## config.mk

```make
export PLATFORM = sky130hd
export DESIGN_NAME = ysyx_041461_mem_flat
export DESIGN_NICKNAME = d
export VERILOG_FILES = /design/src/rtl/ysyx_041461_mem_pkg.sv /design/src/rtl/ysyx_041461_mem_if.sv /design/src/rtl/ysyx_041461_mem_align.sv /design/src/rtl/ysyx_041461_mem.sv /design/src/flat_wrapper.sv
export SDC_FILE = /design/constraint.sdc
export NUM_CORES = 1
export LEC_CHECK = 0
export CAP_MARGIN = 5
export CORE_MARGIN = 10
export CORE_UTILIZATION = 50
export CTS_BUF_LIST = sky130_fd_sc_hd__clkbuf_4
export DETAILED_ROUTE_END_ITERATION = 7
export HOLD_SLACK_MARGIN = 0.03
export PLACE_DENSITY = 0.88
export SLEW_MARGIN = 10
export SYNTH_ARGS = -nofsm -noshare
export SYNTH_HDL_FRONTEND = slang
export SYNTH_HIERARCHICAL = 1
export SYNTH_SLANG_ARGS = --single-unit
export TNS_END_PERCENT = 10
```

## constraint.sdc

```tcl
create_clock -name clk -period 6.4 [get_ports clk]
set_input_delay 0.96 -clock clk [delete_from_list [all_inputs] [get_ports clk]]
set_output_delay 0.96 -clock clk [all_outputs]
set_load 0.01 [all_outputs]
```

## src/rtl/ysyx_041461_mem_pkg.sv

```systemverilog
// Shared encodings for the ysyx_041461 MEM stage: operation codes, trap codes,
// FSM states and small decode helpers used by the stage and its alignment unit.
package ysyx_041461_mem_pkg;

  typedef enum logic [3:0] {
    MEM_NOP = 4'd0,
    MEM_LB  = 4'd1,
    MEM_LH  = 4'd2,
    MEM_LW  = 4'd3,
    MEM_LD  = 4'd4,
    MEM_LBU = 4'd5,
    MEM_LHU = 4'd6,
    MEM_LWU = 4'd7,
    MEM_SB  = 4'd8,
    MEM_SH  = 4'd9,
    MEM_SW  = 4'd10,
    MEM_SD  = 4'd11
  } mem_ctrl_e;

  localparam logic [3:0] TRAP_NOP            = 4'hF;
  localparam logic [3:0] TRAP_LOAD_MISALIGN  = 4'h4;
  localparam logic [3:0] TRAP_STORE_MISALIGN = 4'h6;

  typedef enum logic [1:0] {
    S_IDLE = 2'd0,
    S_REQ  = 2'd1,
    S_WAIT = 2'd2,
    S_HOLD = 2'd3
  } mem_state_e;

  function automatic logic is_load(input logic [3:0] ctrl);
    return (ctrl >= MEM_LB) && (ctrl <= MEM_LWU);
  endfunction

  function automatic logic is_store(input logic [3:0] ctrl);
    return (ctrl >= MEM_SB) && (ctrl <= MEM_SD);
  endfunction

  // log2 of the access size in bytes (0=byte .. 3=doubleword)
  function automatic logic [1:0] acc_size(input logic [3:0] ctrl);
    case (ctrl)
      MEM_LH, MEM_LHU, MEM_SH: return 2'd1;
      MEM_LW, MEM_LWU, MEM_SW: return 2'd2;
      MEM_LD, MEM_SD:          return 2'd3;
      default:                 return 2'd0;
    endcase
  endfunction

endpackage

```

## src/rtl/ysyx_041461_mem_if.sv

```systemverilog
// Data-memory request/response port of the MEM stage; the stage is the master.
interface ysyx_041461_mem_if;
  logic        MEM_req_valid;
  logic        MEM_req_ready;
  logic [63:0] MEM_req_addr;
  logic        MEM_req_wen;
  logic [63:0] MEM_req_wdata;
  logic [7:0]  MEM_req_wmask;
  logic        MEM_resp_valid;
  logic [63:0] MEM_resp_rdata;

  modport master (
    output MEM_req_valid, MEM_req_addr, MEM_req_wen, MEM_req_wdata, MEM_req_wmask,
    input  MEM_req_ready, MEM_resp_valid, MEM_resp_rdata
  );

  modport slave (
    input  MEM_req_valid, MEM_req_addr, MEM_req_wen, MEM_req_wdata, MEM_req_wmask,
    output MEM_req_ready, MEM_resp_valid, MEM_resp_rdata
  );
endinterface

```

## src/rtl/ysyx_041461_mem_align.sv

```systemverilog
// Byte-lane alignment for the MEM stage: misalignment detection, store lane
// placement and load extraction with sign/zero extension. Purely combinational.
module ysyx_041461_mem_align
  import ysyx_041461_mem_pkg::*;
(
  input  logic [3:0]  ctrl,
  input  logic [2:0]  off,
  input  logic [63:0] rs2,
  input  logic [63:0] rdata,
  output logic        misalign,
  output logic [7:0]  wmask,
  output logic [63:0] wdata,
  output logic [63:0] load_val
);

  logic [1:0]  sz;
  logic [5:0]  shamt;
  logic [63:0] rep;
  logic [7:0]  base_mask;
  logic [63:0] shifted;

  assign sz      = acc_size(ctrl);
  assign shamt   = {off, 3'b000};
  assign shifted = rdata >> shamt;

  // NOTE: every output of this block gets a default first, so no path can leave a latch.
  always_comb begin
    misalign  = 1'b0;
    rep       = rs2;
    base_mask = 8'hFF;
    case (sz)
      2'd0: begin rep = {8{rs2[7:0]}};  base_mask = 8'h01; end
      2'd1: begin rep = {4{rs2[15:0]}}; base_mask = 8'h03; misalign = off[0];          end
      2'd2: begin rep = {2{rs2[31:0]}}; base_mask = 8'h0F; misalign = (off[1:0] != 2'd0); end
      default: misalign = (off != 3'd0);
    endcase
    if (!(is_load(ctrl) || is_store(ctrl))) misalign = 1'b0;

    wmask = is_store(ctrl) ? (base_mask << off) : 8'h00;
    wdata = is_store(ctrl) ? (rep << shamt) : 64'd0;

    case (ctrl)
      MEM_LB:  load_val = {{56{shifted[7]}},  shifted[7:0]};
      MEM_LH:  load_val = {{48{shifted[15]}}, shifted[15:0]};
      MEM_LW:  load_val = {{32{shifted[31]}}, shifted[31:0]};
      MEM_LD:  load_val = shifted;
      MEM_LBU: load_val = {56'd0, shifted[7:0]};
      MEM_LHU: load_val = {48'd0, shifted[15:0]};
      MEM_LWU: load_val = {32'd0, shifted[31:0]};
      default: load_val = 64'd0;
    endcase
  end

endmodule

```

## src/rtl/ysyx_041461_mem.sv

```systemverilog
// MEM pipeline stage of the ysyx_041461 core: one-entry holding stage that turns
// loads/stores into a request/response transaction on the data-memory port.
module ysyx_041461_mem
  import ysyx_041461_mem_pkg::*;
(
  input  logic                     clk,
  input  logic                     rst,
  input  logic                     MEM_valid_in,
  input  logic [63:0]              MEM_exe_out,
  input  logic [63:0]              MEM_rs2_data,
  input  logic [3:0]               MEM_ctrl,
  input  logic [3:0]               MEM_trap_in,
  output logic                     MEM_ready,
  output logic [3:0]               MEM_trap,
  ysyx_041461_mem_if.master        dmem,
  output logic [63:0]              MEM_out,
  output logic                     MEM_valid_out,
  output logic [3:0]               MEM_trap_out,
  input  logic                     MEM_WB_ready
);

  mem_state_e  state_q, state_d;
  logic [63:0] addr_q, addr_d;
  logic [63:0] rs2_q, rs2_d;
  logic [3:0]  ctrl_q, ctrl_d;
  logic [3:0]  trap_q, trap_d;
  logic [63:0] out_q, out_d;

  logic        accept, in_flight, req_active;
  logic [3:0]  al_ctrl;
  logic [2:0]  al_off;
  logic [63:0] al_rs2;
  logic        al_misalign;
  logic [7:0]  al_wmask;
  logic [63:0] al_wdata, al_load;

  // One alignment unit serves both the incoming entry (misalign check at accept)
  // and the latched entry while a transaction is in flight.
  assign in_flight = (state_q == S_REQ) || (state_q == S_WAIT);
  assign al_ctrl   = in_flight ? ctrl_q      : MEM_ctrl;
  assign al_off    = in_flight ? addr_q[2:0] : MEM_exe_out[2:0];
  assign al_rs2    = in_flight ? rs2_q       : MEM_rs2_data;

  ysyx_041461_mem_align u_align (
    .ctrl     (al_ctrl),
    .off      (al_off),
    .rs2      (al_rs2),
    .rdata    (dmem.MEM_resp_rdata),
    .misalign (al_misalign),
    .wmask    (al_wmask),
    .wdata    (al_wdata),
    .load_val (al_load)
  );

  assign MEM_ready = (state_q == S_IDLE) || ((state_q == S_HOLD) && MEM_WB_ready);
  assign accept    = MEM_valid_in && MEM_ready;

  always_comb begin
    state_d = state_q;
    addr_d  = addr_q;
    rs2_d   = rs2_q;
    ctrl_d  = ctrl_q;
    trap_d  = trap_q;
    out_d   = out_q;
    case (state_q)
      S_IDLE, S_HOLD: begin
        if ((state_q == S_HOLD) && MEM_WB_ready) begin
          state_d = S_IDLE;
          trap_d  = TRAP_NOP;
        end
        if (accept) begin
          addr_d = MEM_exe_out;
          rs2_d  = MEM_rs2_data;
          ctrl_d = MEM_ctrl;
          trap_d = MEM_trap_in;
          out_d  = 64'd0;
          if (MEM_trap_in != TRAP_NOP) begin
            state_d = S_HOLD;
          end else if (!(is_load(MEM_ctrl) || is_store(MEM_ctrl))) begin
            out_d   = MEM_exe_out;
            state_d = S_HOLD;
          end else if (al_misalign) begin
            trap_d  = is_store(MEM_ctrl) ? TRAP_STORE_MISALIGN : TRAP_LOAD_MISALIGN;
            state_d = S_HOLD;
          end else begin
            state_d = S_REQ;
          end
        end
      end
      S_REQ: if (dmem.MEM_req_ready) state_d = S_WAIT;
      S_WAIT: begin
        if (dmem.MEM_resp_valid) begin
          out_d   = al_load;
          state_d = S_HOLD;
        end
      end
      default: state_d = S_IDLE;
    endcase
  end

  // NOTE: sequential state uses non-blocking assignments only, so every flop samples pre-edge values.
  always_ff @(posedge clk) begin
    if (rst) begin
      state_q <= S_IDLE;
      addr_q  <= 64'd0;
      rs2_q   <= 64'd0;
      ctrl_q  <= MEM_NOP;
      trap_q  <= TRAP_NOP;
      out_q   <= 64'd0;
    end else begin
      state_q <= state_d;
      addr_q  <= addr_d;
      rs2_q   <= rs2_d;
      ctrl_q  <= ctrl_d;
      trap_q  <= trap_d;
      out_q   <= out_d;
    end
  end

  // Request fields are forced to zero outside REQ so the idle port is quiet.
  assign req_active         = (state_q == S_REQ);
  assign dmem.MEM_req_valid = req_active;
  assign dmem.MEM_req_addr  = req_active ? {addr_q[63:3], 3'b000} : 64'd0;
  assign dmem.MEM_req_wen   = req_active && is_store(ctrl_q);
  assign dmem.MEM_req_wmask = req_active ? al_wmask : 8'h00;
  assign dmem.MEM_req_wdata = req_active ? al_wdata : 64'd0;

  assign MEM_out       = out_q;
  assign MEM_valid_out = (state_q == S_HOLD);
  assign MEM_trap      = trap_q;
  assign MEM_trap_out  = trap_q;

endmodule
```

## src/flat_wrapper.sv

```systemverilog
// flat-port wrapper written by rule: the top's interface ports become plain ports
module ysyx_041461_mem_flat import ysyx_041461_mem_pkg::*;
  (clk, rst, MEM_valid_in, MEM_exe_out, MEM_rs2_data, MEM_ctrl, MEM_trap_in, MEM_ready, MEM_trap, MEM_out, MEM_valid_out, MEM_trap_out, MEM_WB_ready, dmem_MEM_req_valid, dmem_MEM_req_addr, dmem_MEM_req_wen, dmem_MEM_req_wdata, dmem_MEM_req_wmask, dmem_MEM_req_ready, dmem_MEM_resp_valid, dmem_MEM_resp_rdata);
  ysyx_041461_mem_if dmem_i ();
  input  logic clk;
  input  logic rst;
  input  logic MEM_valid_in;
  input  logic [63:0] MEM_exe_out;
  input  logic [63:0] MEM_rs2_data;
  input  logic [3:0] MEM_ctrl;
  input  logic [3:0] MEM_trap_in;
  output logic MEM_ready;
  output logic [3:0] MEM_trap;
  output logic [63:0] MEM_out;
  output logic MEM_valid_out;
  output logic [3:0] MEM_trap_out;
  input  logic MEM_WB_ready;
  output wire logic [$bits(dmem_i.MEM_req_valid)-1:0] dmem_MEM_req_valid;
  output wire logic [$bits(dmem_i.MEM_req_addr)-1:0] dmem_MEM_req_addr;
  output wire logic [$bits(dmem_i.MEM_req_wen)-1:0] dmem_MEM_req_wen;
  output wire logic [$bits(dmem_i.MEM_req_wdata)-1:0] dmem_MEM_req_wdata;
  output wire logic [$bits(dmem_i.MEM_req_wmask)-1:0] dmem_MEM_req_wmask;
  input wire logic [$bits(dmem_i.MEM_req_ready)-1:0] dmem_MEM_req_ready;
  input wire logic [$bits(dmem_i.MEM_resp_valid)-1:0] dmem_MEM_resp_valid;
  input wire logic [$bits(dmem_i.MEM_resp_rdata)-1:0] dmem_MEM_resp_rdata;
  assign dmem_MEM_req_valid = dmem_i.MEM_req_valid;
  assign dmem_MEM_req_addr = dmem_i.MEM_req_addr;
  assign dmem_MEM_req_wen = dmem_i.MEM_req_wen;
  assign dmem_MEM_req_wdata = dmem_i.MEM_req_wdata;
  assign dmem_MEM_req_wmask = dmem_i.MEM_req_wmask;
  assign dmem_i.MEM_req_ready = dmem_MEM_req_ready;
  assign dmem_i.MEM_resp_valid = dmem_MEM_resp_valid;
  assign dmem_i.MEM_resp_rdata = dmem_MEM_resp_rdata;
  ysyx_041461_mem u_core (.clk(clk), .rst(rst), .MEM_valid_in(MEM_valid_in), .MEM_exe_out(MEM_exe_out), .MEM_rs2_data(MEM_rs2_data), .MEM_ctrl(MEM_ctrl), .MEM_trap_in(MEM_trap_in), .MEM_ready(MEM_ready), .MEM_trap(MEM_trap), .dmem(dmem_i), .MEM_out(MEM_out), .MEM_valid_out(MEM_valid_out), .MEM_trap_out(MEM_trap_out), .MEM_WB_ready(MEM_WB_ready));
endmodule
```

==> impl_metrics.toml, run 1 <==
[pwr]
ir_worst_vdd_v = 0.0003999
power.density_mw_per_mm2 = 544.1
p_leak_nw = 7.926

[timing]
fin_ws_ns = -0.01207
maxSlewHeadroom = 0.1998
rsz0062_at_grt = "yes"
worst_slew_pin_slew_ns = 1.200
slew_viol_final = 0
finClkSkew_ns = 0.06523
setup_violations = 1
post-route-min-period_ns = 6.412
hold_viol = 0
max_freq_ghz = 0.1560
period_share = 1.002

[hold_path]
min_from = "u_core/addr_q[16]"
worstHoldPathType = "register to register"
holdPathEnd = "u_core/addr_q[16]"
hold_depth = 2

[setup_path]
r2r_cells = 14
endpoint_kind = "output pin"
reg2reg_to = "u_core/MEM_out[50]"
cp.arrival_ns = 5.45
reg2reg_from = "u_core/state_q[0]"
r2r_slack_ns = 0.86
worstSetupPathType = "register to output pin"
path_max_fanout = 16
start_kind = "register"
crit_required_ns = 5.44

[clock_network]
clockBufferDepth = 3
cts_tree = "yes"
clkLatencyLatePin_ns = 0.74
clkTransAtPathRegs_ns = 0.06
numCtsBuffers = 53
clockRootBuffer = "clkbuf_4"
numClockSinks = 202
post-cts-setup-buffers = 0
htree_levels = 2

[synth]
synth_area_per_cell_sq_um = 7.809
synthCells = 2076
synth.distinct_cells = 87
yosys_register_bits = 202
synth_edf_count = 0
async_flop_share = 0
yosysSeqAreaShare = 0.2494
synth_area_sq_mm = 0.01621
yosys_warnings = 6
synth_flop_cell = "dfxtp_1"

[grt]
grt_start_max_net_pins = 137
antenna_found_initial = 20
grt.total_usage = 0.3400
globalRouteOverflowTotal = 0
grt_pass1_wl_um = 105000
grt_pass1_vias = 17410

[floorplanning]
initial_core_util = 0.5098
fp.dieArea_sq_mm = 0.04003
core_area_sq_mm = 0.03180
io_pins = 418
die_h_um = 200.1
die_width_um = 200.1
num_rows = 65

[place]
post-place-ws_ns = 0.4396
numPortBuffers = 414
gp_congestion = 1.005
place_inst = 2770
dp_hpwl_um = 53380

[routing]
dr.pass1.iters = 6
vias = 17850
drtIter0Drc = 1738
drt_wl_total_um = 72290
ant_nets = 0
wl_per_cell_um = 25.14
drc = 0
vias_per_cell = 6.205

[cells_and_area]
drive_above_1_share = 0.1704
area_delta_synth_final_pct = 30.14
layout.cells.non_filler = 2876
fin_nets = 2606

[run_status]
failed_checks = "negative setup slack"
status = "finished, violations left"

[flow_run]
maxCapViolCount = 0
[per-layer routing]
| layer | up-vias | global-route usage | wire length (um) |
|---|---|---|---|
| met5 | - | 0 | 80 |
| met3 | 249 | 0.09193 | 7456 |
| met2 | 1026 | 0.5793 | 34950 |
| li1 | 8051 | - | - |
| met1 | 8505 | 0.3652 | 25090 |
| met4 | 14 | 0.2249 | 4718 |
[cells by family after synthesis]
family,count (synthesis),synth area share
buf+inv,231,0.06591
fa+ha+maj,10,0.007564
simple gates,932,0.2935
mux,177,0.1418
compound gates,521,0.2389
xor+xnor,2,0.002702
other cells,1,0.0002313
flops,202,0.2494
[worst max-delay path: stages, from the launching register on]
cell and delay, ns:
dfxtp_1 0.43, inv_1 0.13, ha_2 0.41, mux2_2 0.40, ha_1 0.20, mux2i_2 0.53
o22ai_4 0.33, o21ai_1 0.73, o221ai_1 0.36, o211a_1 0.29, a211oi_1 0.19, and2_1 0.16
clkdlybuf4s50_1 0.56
[final cells by class]
type / instances / area [sq um]
Antenna cell: 17 / 42.54
Clock buffer: 68 / 510.5
Clock inverter: 20 / 96.34
Fill cell: 2527 / 10700
Inverter: 26 / 97.59
Multi-Input combinational cell: 1646 / 11220
Sequential cell: 202 / 4044
Tap cell: 435 / 544.3
Timing Repair Buffer: 462 / 4538
[flip-flops by register name, summed over array words and instances, names as in the netlist]
name and cells:
u_core/MEM_out 64, u_core/MEM_trap 4, u_core/addr_q 64, u_core/ctrl_q 4
u_core/rs2_q 64, u_core/state_q 2
[stage by stage]
stage	hold WS [ns]	power, W	setup TNS [ns]	area [sq um]	utilization
2_1_floorplan	0.4317	0.007550	0	16220	-
3_3_place_gp	0.4367	0.01000	0	20420	0.6423
3_5_place_dp	0.4418	0.01013	0	20420	0.6423
4_1_cts	0.4503	0.01123	0	21030	0.6614
5_1_grt	0.4636	0.01208	-0.9342	21090	0.6632
6_report	0.4500	0.01148	-0.01207	21100	0.6635
[timing repair]
action                     4_1_cts  5_1_grt
resized for setup                0        3
setup endpoints to repair        0       25
hold buffers                     0        0
[placed cells by master, fill, tap and decap left out, types with 17 or more instances in the layout]
cell type        instances
mux2_2                  94
a221oi_2                60
nor2_1                 223
nand2_1                350
nor3_1                  19
and2_1                 148
nor4_2                  60
diode_2                 17
mux2i_1                 46
buf_4                   45
nand2b_1                70
mux4_2                  32
a21oi_1                198
inv_1                   23
o21ai_0                 69
clkbuf_4                68
clkdlybuf4s50_1        412
dfxtp_1                202
a211oi_1                28
[report_power, final]
part           internal (W)  total (W)  switching, W
sequential          0.00165    0.00190      0.000247
combinational       0.00330    0.00852       0.00522
clock              0.000499    0.00106      0.000563
total               0.00545     0.0115       0.00603
[synth_stat cells, types with 10 or more instances]
library cell | instances | share of area
buf_4 | 14 | 0.0065
a22oi_1 | 16 | 0.0074
o21ai_0 | 69 | 0.021
inv_1 | 24 | 0.0056
a221oi_2 | 60 | 0.056
buf_1 | 18 | 0.0042
buf_6 | 14 | 0.0097
mux4_2 | 32 | 0.044
a221oi_1 | 10 | 0.0054
nand2b_1 | 71 | 0.027
nor3_1 | 19 | 0.0059
dfxtp_1 | 202 | 0.25
nand3_1 | 11 | 0.0034
o221ai_1 | 13 | 0.0070
nor2_1 | 225 | 0.052
a211oi_1 | 28 | 0.013
and2_1 | 148 | 0.057
buf_2 | 23 | 0.0071
clkbuf_1 | 132 | 0.031
or3_1 | 11 | 0.0042
mux2_2 | 96 | 0.067
and3_1 | 15 | 0.0058
mux2i_1 | 46 | 0.028
nand2_1 | 350 | 0.081
nor4_2 | 60 | 0.046
o21a_1 | 16 | 0.0074
a21oi_1 | 198 | 0.061
[how the worst max path moves through the flow]
stage / start / to / slack [ns] / cells past startpoint
2_1_floorplan: u_core/state_q[0] / dmem_MEM_req_wdata[62] / 1.56 / 13
3_3_place_gp: MEM_ctrl[0] / dmem_MEM_req_wdata[54] / 0.48 / 12
3_5_place_dp: MEM_ctrl[0] / dmem_MEM_req_wdata[54] / 0.44 / 12
4_1_cts: u_core/state_q[0] / dmem_MEM_req_wdata[54] / 0.06 / 13
5_1_grt: u_core/state_q[0] / dmem_MEM_req_wdata[48] / -0.14 / 12
6_report: u_core/state_q[0] / dmem_MEM_req_wdata[48] / -0.01 / 12
Note: power is estimated with default switching activity, not from simulation.
==> run 2, diff against run 1 <==
--- a/config.mk
+++ b/config.mk
@@ -10,6 +10,7 @@
 export CORE_UTILIZATION = 50
 export CTS_BUF_LIST = sky130_fd_sc_hd__clkbuf_4
 export DETAILED_ROUTE_END_ITERATION = 7
+export GPL_TIMING_DRIVEN = 0
 export HOLD_SLACK_MARGIN = 0.03
 export PLACE_DENSITY = 0.88
 export SLEW_MARGIN = 10
==> run 2 against run 1 <==
Effect of this change: the flow finishes with violations (design-rule violations); sequential share of layout area fell by 0.50 points; first-iteration DRC count rose by 25%; core utilization rose by 1.8 points; total power rose by 8.2%; count of clock-buffer cells in the layout rose by 5; global-route usage rose by 6.3 points; non-clock buffer count rose by 155; combinational power rose by 10%; critical path depth did not move; critical endpoint is now dmem_MEM_req_wmask[6].
==> impl_metrics.toml, run 2 (synthesis results as in run 1) <==
[clock_network]
clockBufferDepth = 3
clockRootBuffer = "clkbuf_4"
clkLatencyLatePin_ns = 0.77
cts_hold_buf = 0
htree_levels = 2
numClockSinks = 202
numCtsBuffers = 53
clkTransAtPathRegs_ns = 0.06
cts_tree = "yes"

[routing]
drc = 2
wl_per_cell_um = 27.81
ant_nets = 0
vias_per_cell = 6.339
drtIter0Drc = 2172
dr.pass1.iters = 8
vias = 19190
drt_wl_total_um = 84190

[grt]
grt.total_usage = 0.4026
globalRouteOverflowTotal = 0
grt_pass1_vias = 18970
grt_start_max_net_pins = 16
antenna_found_initial = 23
grt_pass1_wl_um = 120900

[setup_path]
r2r_slack_ns = 1.71
worstSetupPathType = "register to output pin"
reg2reg_from = "u_core/state_q[0]"
endpoint_kind = "output pin"
cp.arrival_ns = 5.29
path_max_fanout = 12
start_kind = "register"
reg2reg_to = "u_core/MEM_trap[1]"
crit_required_ns = 5.44
r2r_cells = 18

[timing]
post-route-min-period_ns = 6.249
finClkSkew_ns = 0.03095
worst_slew_pin_slew_ns = 1.299
setup_violations = 0
hold_viol = 0
rsz0062_at_grt = "no"
slew_viol_final = 0
period_share = 0.9764
max_freq_ghz = 0.1600
maxSlewHeadroom = 0.1280
hold_slack_ns = 0.4493

[floorplanning]
num_rows = 65
die_width_um = 200.1
die_h_um = 200.1
io_pins = 418
fp.dieArea_sq_mm = 0.04003
core_area_sq_mm = 0.03180
initial_core_util = 0.5098

[pwr]
p_int_w = 0.005637
netSwitchingFraction = 0.5462
p_sw_w = 0.006784
power.density_mw_per_mm2 = 573.4
pwr-share-seq = 0.154
comb_power_share = 0.755
p_leak_nw = 8.160
pwr-share-clk = 0.091
ir_worst_vdd_v = 0.0003855
p_total_w = 0.01242

[hold_path]
worstHoldPathType = "register to register"
hold_depth = 2
holdPathEnd = "u_core/addr_q[39]"
min_from = "u_core/addr_q[39]"

[place]
numPortBuffers = 413
dp_hpwl_um = 65550
gp_congestion = 1.119

[run_status]
status = "finished, violations left"
failed_checks = "design-rule violations"

[cells_and_area]
final_common_cell = "clkdlybuf4s50_1"
utilization = 0.6812
drive_above_1_share = 0.1667
final_cell_mix = "clkdlybuf4s50_1, nand2_1, nor2_1"
fin_nets = 2760
area_delta_synth_final_pct = 33.61

[flow_run]
maxCapViolCount = 0
==> run 2: changes by cell type in the layout (fill, tap and decap cells not counted), moves of 7 or more <==
cell      delta
buf_1       +17
buf_4       -29
clkbuf_1   +124
buf_6       +13
clkinv_1     -7
buf_2       +20
clkbuf_4    +11
==> run 2: how the worst max path moves through the flow <==
| stage | start | to | cells past startpoint |
|---|---|---|---|
| 2_1_floorplan | u_core/state_q[0] | dmem_MEM_req_wdata[62] | 13 |
| 3_3_place_gp | u_core/state_q[0] | dmem_MEM_req_wdata[61] | 15 |
| 3_5_place_dp | u_core/state_q[0] | dmem_MEM_req_wdata[61] | 15 |
| 4_1_cts | u_core/state_q[1] | dmem_MEM_req_wdata[61] | 14 |
| 5_1_grt | u_core/state_q[1] | dmem_MEM_req_wdata[61] | 17 |
| 6_report | u_core/state_q[0] | dmem_MEM_req_wmask[6] | 12 |
==> run 2: metrics by stage <==
stage	area [sq um]	std cells	TNS, ns	worst slack [ns]
final	21660	3027	0	0.1509
after global routing	21650	3024	0	0.07974
after CTS	21550	3009	-0.04486	-0.04262
after detailed placement	20900	2926	-0.9451	-0.3439
after global placement	20900	2926	-0.7151	-0.3716
after floorplan	16220	2078	0	1.563
==> run 2: cell type report <==
cell class	count	area (sq um)
Multi-Input combinational cell	1645	11190
Fill cell	2549	10140
Timing Repair Buffer	414	4141
Sequential cell	202	4044
Buffer	203	979.7
Clock buffer	73	548.0
Tap cell	435	544.3
Inverter	26	97.59
Clock inverter	11	75.07
Antenna cell	18	45.04
==> run 2: layer usage <==
| layer | wire (um) | part of all wire | global-route usage | up-vias |
|---|---|---|---|---|
| li1 | - | - | - | 8366 |
| met1 | 28300 | 0.34 | 0.4215 | 9026 |
| met2 | 38590 | 0.46 | 0.6675 | 1371 |
| met3 | 9746 | 0.12 | 0.1175 | 413 |
| met4 | 7486 | 0.089 | 0.3225 | 12 |
| met5 | 68 | 0.00081 | 0 | - |
==> run 2: worst max-delay path: stages (launching register included) <==
cell	delay, ns
dfxtp_1	0.38
inv_1	0.11
ha_4	0.40
mux2_2	0.35
buf_2	0.17
buf_2	0.25
buf_1	0.50
nor2_1	0.54
clkbuf_1	0.62
o21ai_0	0.20
a21oi_1	0.26
and2_1	0.18
clkdlybuf4s50_1	0.54
==> run 2: timing repair <==
action | in CTS | in global routing
setup buffers | 0 | 1
cloned | 0 | 0
setup endpoints to repair | 67 | 34
pin swaps | 0 | 1
resized for setup | 14 | 19
==> run 2: power groups by stage <==
stage	logic [W]	registers [W]	clock network, W
2_1_floorplan	0.00558	0.00197	0
3_3_place_gp	0.00874	0.00189	0
3_5_place_dp	0.00882	0.00193	0
4_1_cts	0.00891	0.00190	0.00113
5_1_grt	0.00977	0.00195	0.00119
6_report	0.00938	0.00191	0.00113
